--- config.mk ---
export PLATFORM = sky130hd
export DESIGN_NAME = halt_result_readout
export DESIGN_NICKNAME = d
export VERILOG_FILES = /design/src/rtl/cpu24_pkg.sv /design/src/rtl/word_byte_tx.sv /design/src/rtl/halt_result_readout.sv
export SDC_FILE = /design/constraint.sdc
export NUM_CORES = 1
export LEC_CHECK = 0
export CORE_MARGIN = 2
export CORE_UTILIZATION = 45
export DETAILED_ROUTE_END_ITERATION = 12
export HOLD_SLACK_MARGIN = 0.1
export PLACE_DENSITY = 0.79
export SLEW_MARGIN = 20
export SYNTH_ARGS = -nofsm -noshare
export SYNTH_HDL_FRONTEND = slang
export SYNTH_SLANG_ARGS = --single-unit
--- constraint.sdc ---
create_clock -name clk -period 6.3 [get_ports clk]
set_input_delay 1.26 -clock clk [delete_from_list [all_inputs] [get_ports clk]]
set_output_delay 1.26 -clock clk [all_outputs]
set_load 0.02 [all_outputs]
--- src/rtl/cpu24_pkg.sv ---
// Shared cpu24 constants and the result-readout state encoding.
// Contents: data/address widths, result block location and size,
// readout FSM state enum.
package cpu24_pkg;

    localparam int unsigned DATA_W       = 24;
    localparam int unsigned DMEM_ADDR_W  = 12;
    localparam logic [DMEM_ADDR_W-1:0] RESULT_BASE = 12'h300;
    localparam int unsigned RESULT_WORDS = 10;

    typedef enum logic [2:0] {
        ST_IDLE,
        ST_REQ,
        ST_WAIT,
        ST_SEND,
        ST_TAIL,
        ST_DONE
    } readout_state_e;

endpackage

--- src/rtl/word_byte_tx.sv ---
// Serialises one 24-bit word as 3 bytes MSB-first on a valid/ready link,
// or a single byte (low byte of word_i) in one-byte load mode.
// Ports:
//   clk, rst           clock, synchronous active-high reset
//   load_i             load word_i and start sending (takes priority)
//   load_one_i         with load_i: send only word_i[7:0]
//   word_i             word to send
//   tx_ready_i         sink ready
//   tx_data_o          current byte (stable while not accepted)
//   tx_valid_o         byte valid
//   last_accepted_c_o  combinational: final byte of the load accepted this cycle
module word_byte_tx
    import cpu24_pkg::*;
(
    input  logic              clk,
    input  logic              rst,
    input  logic              load_i,
    input  logic              load_one_i,
    input  logic [DATA_W-1:0] word_i,
    input  logic              tx_ready_i,
    output logic [7:0]        tx_data_o,
    output logic              tx_valid_o,
    output logic              last_accepted_c_o
);

    localparam int unsigned BYTE_W = 8;
    localparam int unsigned CNT_W  = 2;

    logic [DATA_W-1:0] shift_q, shift_d;
    logic [CNT_W-1:0]  left_q, left_d;   // bytes remaining after the current one
    logic              valid_q, valid_d;
    logic              accept;

    assign accept            = valid_q & tx_ready_i;
    assign last_accepted_c_o = accept && (left_q == CNT_W'(0));
    assign tx_data_o         = shift_q[DATA_W-1 -: BYTE_W];
    assign tx_valid_o        = valid_q;

    // Next-state: load wins over acceptance, shift left one byte per accept.
    always_comb begin
        shift_d = shift_q;
        left_d  = left_q;
        valid_d = valid_q;
        if (load_i) begin
            valid_d = 1'b1;
            if (load_one_i) begin
                shift_d = {word_i[BYTE_W-1:0], (DATA_W-BYTE_W)'(0)};
                left_d  = CNT_W'(0);
            end else begin
                shift_d = word_i;
                left_d  = CNT_W'(2);
            end
        end else if (accept) begin
            if (left_q == CNT_W'(0)) begin
                valid_d = 1'b0;
            end else begin
                shift_d = {shift_q[DATA_W-BYTE_W-1:0], BYTE_W'(0)};
                left_d  = left_q - CNT_W'(1);
            end
        end
    end

    always_ff @(posedge clk) begin
        if (rst) begin
            shift_q <= '0;
            left_q  <= '0;
            valid_q <= 1'b0;
        end else begin
            shift_q <= shift_d;
            left_q  <= left_d;
            valid_q <= valid_d;
        end
    end

endmodule

--- src/rtl/halt_result_readout.sv ---
// On a rising CPU halt, reads NUM_WORDS result words from data memory at
// BASE_ADDR, streams them as bytes MSB-first, then one byte holding the
// index of the largest signed word (lowest index wins ties).
// Ports:
//   clk, rst        clock, synchronous active-high reset
//   halt            CPU halt flag (rising edge starts a readout from IDLE)
//   mem_re/mem_addr data memory read request
//   mem_rdata       read data, valid the cycle after mem_re
//   tx_data/tx_valid/tx_ready  byte stream
//   busy            readout in progress
//   done            readout complete, held until halt falls
//   argmax          index of the largest signed word
module halt_result_readout #(
    parameter int unsigned DATA_W    = cpu24_pkg::DATA_W,
    parameter int unsigned ADDR_W    = cpu24_pkg::DMEM_ADDR_W,
    parameter logic [ADDR_W-1:0] BASE_ADDR = cpu24_pkg::RESULT_BASE,
    parameter int unsigned NUM_WORDS = cpu24_pkg::RESULT_WORDS,
    parameter int unsigned IDX_W     = 4
) (
    input  logic              clk,
    input  logic              rst,
    input  logic              halt,
    output logic              mem_re,
    output logic [ADDR_W-1:0] mem_addr,
    input  logic [DATA_W-1:0] mem_rdata,
    output logic [7:0]        tx_data,
    output logic              tx_valid,
    input  logic              tx_ready,
    output logic              busy,
    output logic              done,
    output logic [IDX_W-1:0]  argmax
);

    import cpu24_pkg::*;

    localparam int unsigned LAST_IDX = NUM_WORDS - 1;

    readout_state_e    state_q, state_d;
    logic              halt_q;
    logic [IDX_W-1:0]  idx_q, idx_d;
    logic [DATA_W-1:0] max_q;
    logic [IDX_W-1:0]  argmax_q;
    logic              mem_re_q;
    logic [ADDR_W-1:0] mem_addr_q;
    logic              busy_q, done_q;

    logic              trigger, last_word, new_max;
    logic              ld, ld_one, last_acc;
    logic [DATA_W-1:0] ld_word;

    assign trigger   = halt & ~halt_q;
    assign last_word = (idx_q == IDX_W'(LAST_IDX));
    // Word 0 always seeds the maximum; later words replace it only if strictly greater.
    assign new_max   = (idx_q == '0) || ($signed(mem_rdata) > $signed(max_q));

    word_byte_tx u_tx (
        .clk               (clk),
        .rst               (rst),
        .load_i            (ld),
        .load_one_i        (ld_one),
        .word_i            (ld_word),
        .tx_ready_i        (tx_ready),
        .tx_data_o         (tx_data),
        .tx_valid_o        (tx_valid),
        .last_accepted_c_o (last_acc)
    );

    // Next-state and serializer load control.
    always_comb begin
        state_d = state_q;
        idx_d   = idx_q;
        ld      = 1'b0;
        ld_one  = 1'b0;
        ld_word = mem_rdata;
        case (state_q)
            ST_IDLE: begin
                if (trigger) begin
                    state_d = ST_REQ;
                    idx_d   = '0;
                end
            end
            ST_REQ:  state_d = ST_WAIT;
            ST_WAIT: begin
                ld      = 1'b1;
                state_d = ST_SEND;
            end
            ST_SEND: begin
                if (last_acc) begin
                    if (last_word) begin
                        // Tail byte is loaded in the same edge the last data byte leaves.
                        ld      = 1'b1;
                        ld_one  = 1'b1;
                        ld_word = DATA_W'(argmax_q);
                        state_d = ST_TAIL;
                    end else begin
                        idx_d   = IDX_W'(idx_q + IDX_W'(1));
                        state_d = ST_REQ;
                    end
                end
            end
            ST_TAIL: begin
                if (last_acc) state_d = ST_DONE;
            end
            ST_DONE: begin
                if (!halt) state_d = ST_IDLE;
            end
            default: state_d = ST_IDLE;
        endcase
    end

    always_ff @(posedge clk) begin
        if (rst) state_q <= ST_IDLE;
        else     state_q <= state_d;
    end

    // Registered outputs derived from the next state, plus argmax tracking.
    always_ff @(posedge clk) begin
        if (rst) begin
            halt_q     <= 1'b0;
            idx_q      <= '0;
            max_q      <= '0;
            argmax_q   <= '0;
            mem_re_q   <= 1'b0;
            mem_addr_q <= '0;
            busy_q     <= 1'b0;
            done_q     <= 1'b0;
        end else begin
            halt_q   <= halt;
            idx_q    <= idx_d;
            mem_re_q <= (state_d == ST_REQ);
            busy_q   <= (state_d inside {ST_REQ, ST_WAIT, ST_SEND, ST_TAIL});
            done_q   <= (state_d == ST_DONE);
            if (state_d == ST_REQ) begin
                // Wraps modulo 2^ADDR_W by design.
                mem_addr_q <= BASE_ADDR + ADDR_W'(idx_d);
            end
            if (state_q == ST_IDLE && trigger) begin
                max_q <= '0;
            end else if (state_q == ST_WAIT && new_max) begin
                max_q    <= mem_rdata;
                argmax_q <= idx_q;
            end
        end
    end

    assign mem_re   = mem_re_q;
    assign mem_addr = mem_addr_q;
    assign busy     = busy_q;
    assign done     = done_q;
    assign argmax   = argmax_q;

endmodule
==> impl_metrics.toml <==
[run]
max-cap-violations = 0

[setup_path]
cpLargestDelayFamily = "buffers and inverters"
critical_path_class = "primary input to flip-flop"
endpoint_kind = "flip-flop"
cp_slowest_stage_delay_ns = 0.66
cp-start-kind = "primary input"
arrival_ns = 4.35
cp.required_ns = 6.58
r2r_slack_ns = 3.28
reg2reg_to = "max_q[22]"
cp_slowest_cell = "a2111oi_0"
crit_chain = "clkdlybuf4s50_1 -> ha_1 -> a21o_1 -> a2111oi_0 -> nand3_1 -> nand4_1 -> buf_4 -> mux2i_1"
r2r-start = "max_q[21]"
r2r_cells = 8
path_max_fanout = 17
timing.critical_path.buf_inv = 2

[timing]
clock.fmax_ghz = 0.246
setup_violations = 0
timing.final.crit_share_pct = 64.5
slew_viol_final = 0
fin_skew_ns = 0.0147
slew_headroom_pct = 27.9
hold_violations = 0
finalWorstSetupSlack_ns = 2.23
rsz0062_at_grt = "false"
worst_pin_slew_ns = 1.08
fin_crit_ns = 4.07
setup_tns_ns = 0

[layout]
nets = 538
antenna_cells = 0
syn_to_final_growth_pct = 15.2
finalInstanceArea_sq_um = 4410
instances_no_fill = 592
drive_gt1_share_pct = 6.16

[hold_path]
hp-class = "flip-flop to flip-flop"
holdPathStages = 2
hold_end = "max_q[9]"
hp-start = "max_q[9]"

[global_routing]
grt_pass1_wl_um = 14200
track_usage_pct = 19.7
antenna_found_initial = 0
grt_start_max_net_pins = 54
overflow = 0
grt_pass1_vias = 2996

[clock_tree]
cts_tree = "built"
cts_hold_buf = 0
cts_sinks = 71
cts_setup_buffers = 0
cts_root_buffer = "clkbuf_8"
clkTransAtPathRegs_ns = 0.08
htree_levels = 3
ctsResizeCount = 0
clock_latency_ns = 0.35
clock_path_buffers = 2
cts_inserted_buffers = 9

[floorplanning]
die_h_um = 96.2
die_w_um = 96.2
coreArea_sq_um = 8220
initial_utilization_pct = 46.6
die_area_sq_um = 9250
core.rowCount = 33
io_pins = 56

[place]
placed_cells = 576
post_dp_cell_area_sq_um = 4230
io_buffers = 49
dp_hpwl_um = 6130
globalplace.congestion = 0.846
dp_slack_ns = 1.93

[yosys]
yosysWarnings = 0
yosys-top-cells-area = "dfxtp_1 (37%), mux2i_1 (11%), ha_1 (9.2%), nand2_1 (6.3%), nor2_1 (4.1%)"
synthCells = 451
ys_ff_latch = 71
synthesis.area_sq_um = 3820
yosys-top-cells-count = "dfxtp_1 (71), nand2_1 (64), mux2i_1 (43)"
ys_seq_area_share_pct = 37.2
synth_edf_count = 0
synth_flop_cell = "dfxtp_1"
syn_area_per_cell_sq_um = 8.48
synth_top_area_share_pct = 37.2
synth.most_common_cell = "dfxtp_1"
synth_top_cell_by_area = "dfxtp_1"
yosysUniqueCellTypes = 47
synth-async-reset-ratio_pct = 0

[route]
drt-vias-per-instance = 5.32
firstDrtPassIters = 4
via_count = 3150
wl_um = 8400
drc = 0
routedWlPerCell_um = 14.2
first_iter_violations = 166
ant_nets = 0

[power_and_ir_drop]
pwr-share-comb_pct = 19.5
p_per_area_nw_per_um2 = 231
p_int_mw = 0.713
finalPower_mw = 1.02
vdd_drop_max_mv = 0.104
clock_power_share_pct = 32.3
seqPwrFrac_pct = 48.3
sw_frac_of_total_pct = 29.9
p_leak_nw = 1.89
power.switching_mw = 0.304

[outcome]
run_status = "finished, final reports clean"
[sequential cells by signal (all words and copies together) (netlist names)]
name	cells
max_q	24
u_tx.shift_q	24
mem_addr	5
argmax	4
idx_q	4
state_q	3
u_tx.left_q	2
busy	1
done	1
halt_q	1
mem_re	1
u_tx.tx_valid_o	1
[power by group through the flow]
stage / registers, mW / clock network (mW) / logic, mW
3_5_place_dp: 0.501 / 0 / 0.197
2_1_floorplan: 0.500 / 0 / 0.144
5_1_grt: 0.494 / 0.354 / 0.221
4_1_cts: 0.491 / 0.333 / 0.198
3_3_place_gp: 0.500 / 0 / 0.191
6_report: 0.491 / 0.328 / 0.198
[cells in the final DEF (no fill, tap or decap), types with 3 or more instances in the layout]
cell type,synthesis,routed
nand2b_1,5,5
mux2i_1,43,43
inv_1,33,33
conb_1,1,6
clkbuf_8,1,10
and3_1,5,5
o21ai_0,5,5
nand2_1,64,64
a21oi_1,30,30
nor2b_1,4,4
buf_4,15,4
nand4_1,6,6
a211oi_1,10,10
a22oi_1,9,9
nand3_1,5,5
clkdlybuf4s50_1,0,49
nor2_1,42,40
a21o_1,3,3
nor3_1,24,24
dfxtp_1,71,71
ha_1,28,28
[per-stage QoR]
step | util, % | hold slack, ns
floorplan | - | 0.438
detailed placement | 51.5 | 0.453
global route | 53.6 | 0.486
CTS | 53.6 | 0.463
global placement | 51.5 | 0.444
finish | 53.6 | 0.461
[worst max path at each step]
stage | from | end | slack, ns | depth (start not counted)
after floorplan | mem_rdata[23] | argmax[3] | 3.30 | 8
after global placement | mem_rdata[23] | max_q[12] | 2.08 | 8
after detailed placement | mem_rdata[23] | max_q[22] | 1.93 | 9
after CTS | mem_rdata[23] | max_q[16] | 2.29 | 9
after global routing | mem_rdata[23] | max_q[17] | 2.00 | 9
final | mem_rdata[21] | max_q[22] | 2.23 | 8
[layer usage]
layer	global-route usage [%]	wire, um	vias up
li1	-	-	1580
met1	26.0	3880	1490
met2	31.4	3980	69
met3	3.76	427	11
met4	8.21	106	0
met5	0	0	-
[area by class of cell]
type	count	area, sq um
clock buffers	11	141
clock inverters	5	33.8
fillers	750	3810
inverters	33	124
multi-input cells	314	2040
flip-flops and latches	71	1420
well taps	105	131
repair buffers	53	520
[worst reg2reg max path: stages (launching register included)]
cell and delay [ns]:
dfxtp_1 0.34, inv_1 0.05, ha_1 0.31, a21o_1 0.20, a2111oi_0 0.66, nand3_1 0.16
nand4_1 0.56, buf_4 0.43, mux2i_1 0.24
[kinds of logic after synthesis]
group | count (synthesis) | share of synthesized area, %
AO/OA/AOI/OAI | 67 | 11.0
XOR/XNOR | 2 | 0.458
adder cells (fa/ha/maj) | 28 | 9.16
buffers and inverters | 71 | 10.4
flip-flops | 71 | 37.2
multiplexers | 43 | 11.3
other | 1 | 0.0980
AND/OR/NAND/NOR | 168 | 20.5
Note: power is estimated with default switching activity, not from simulation.
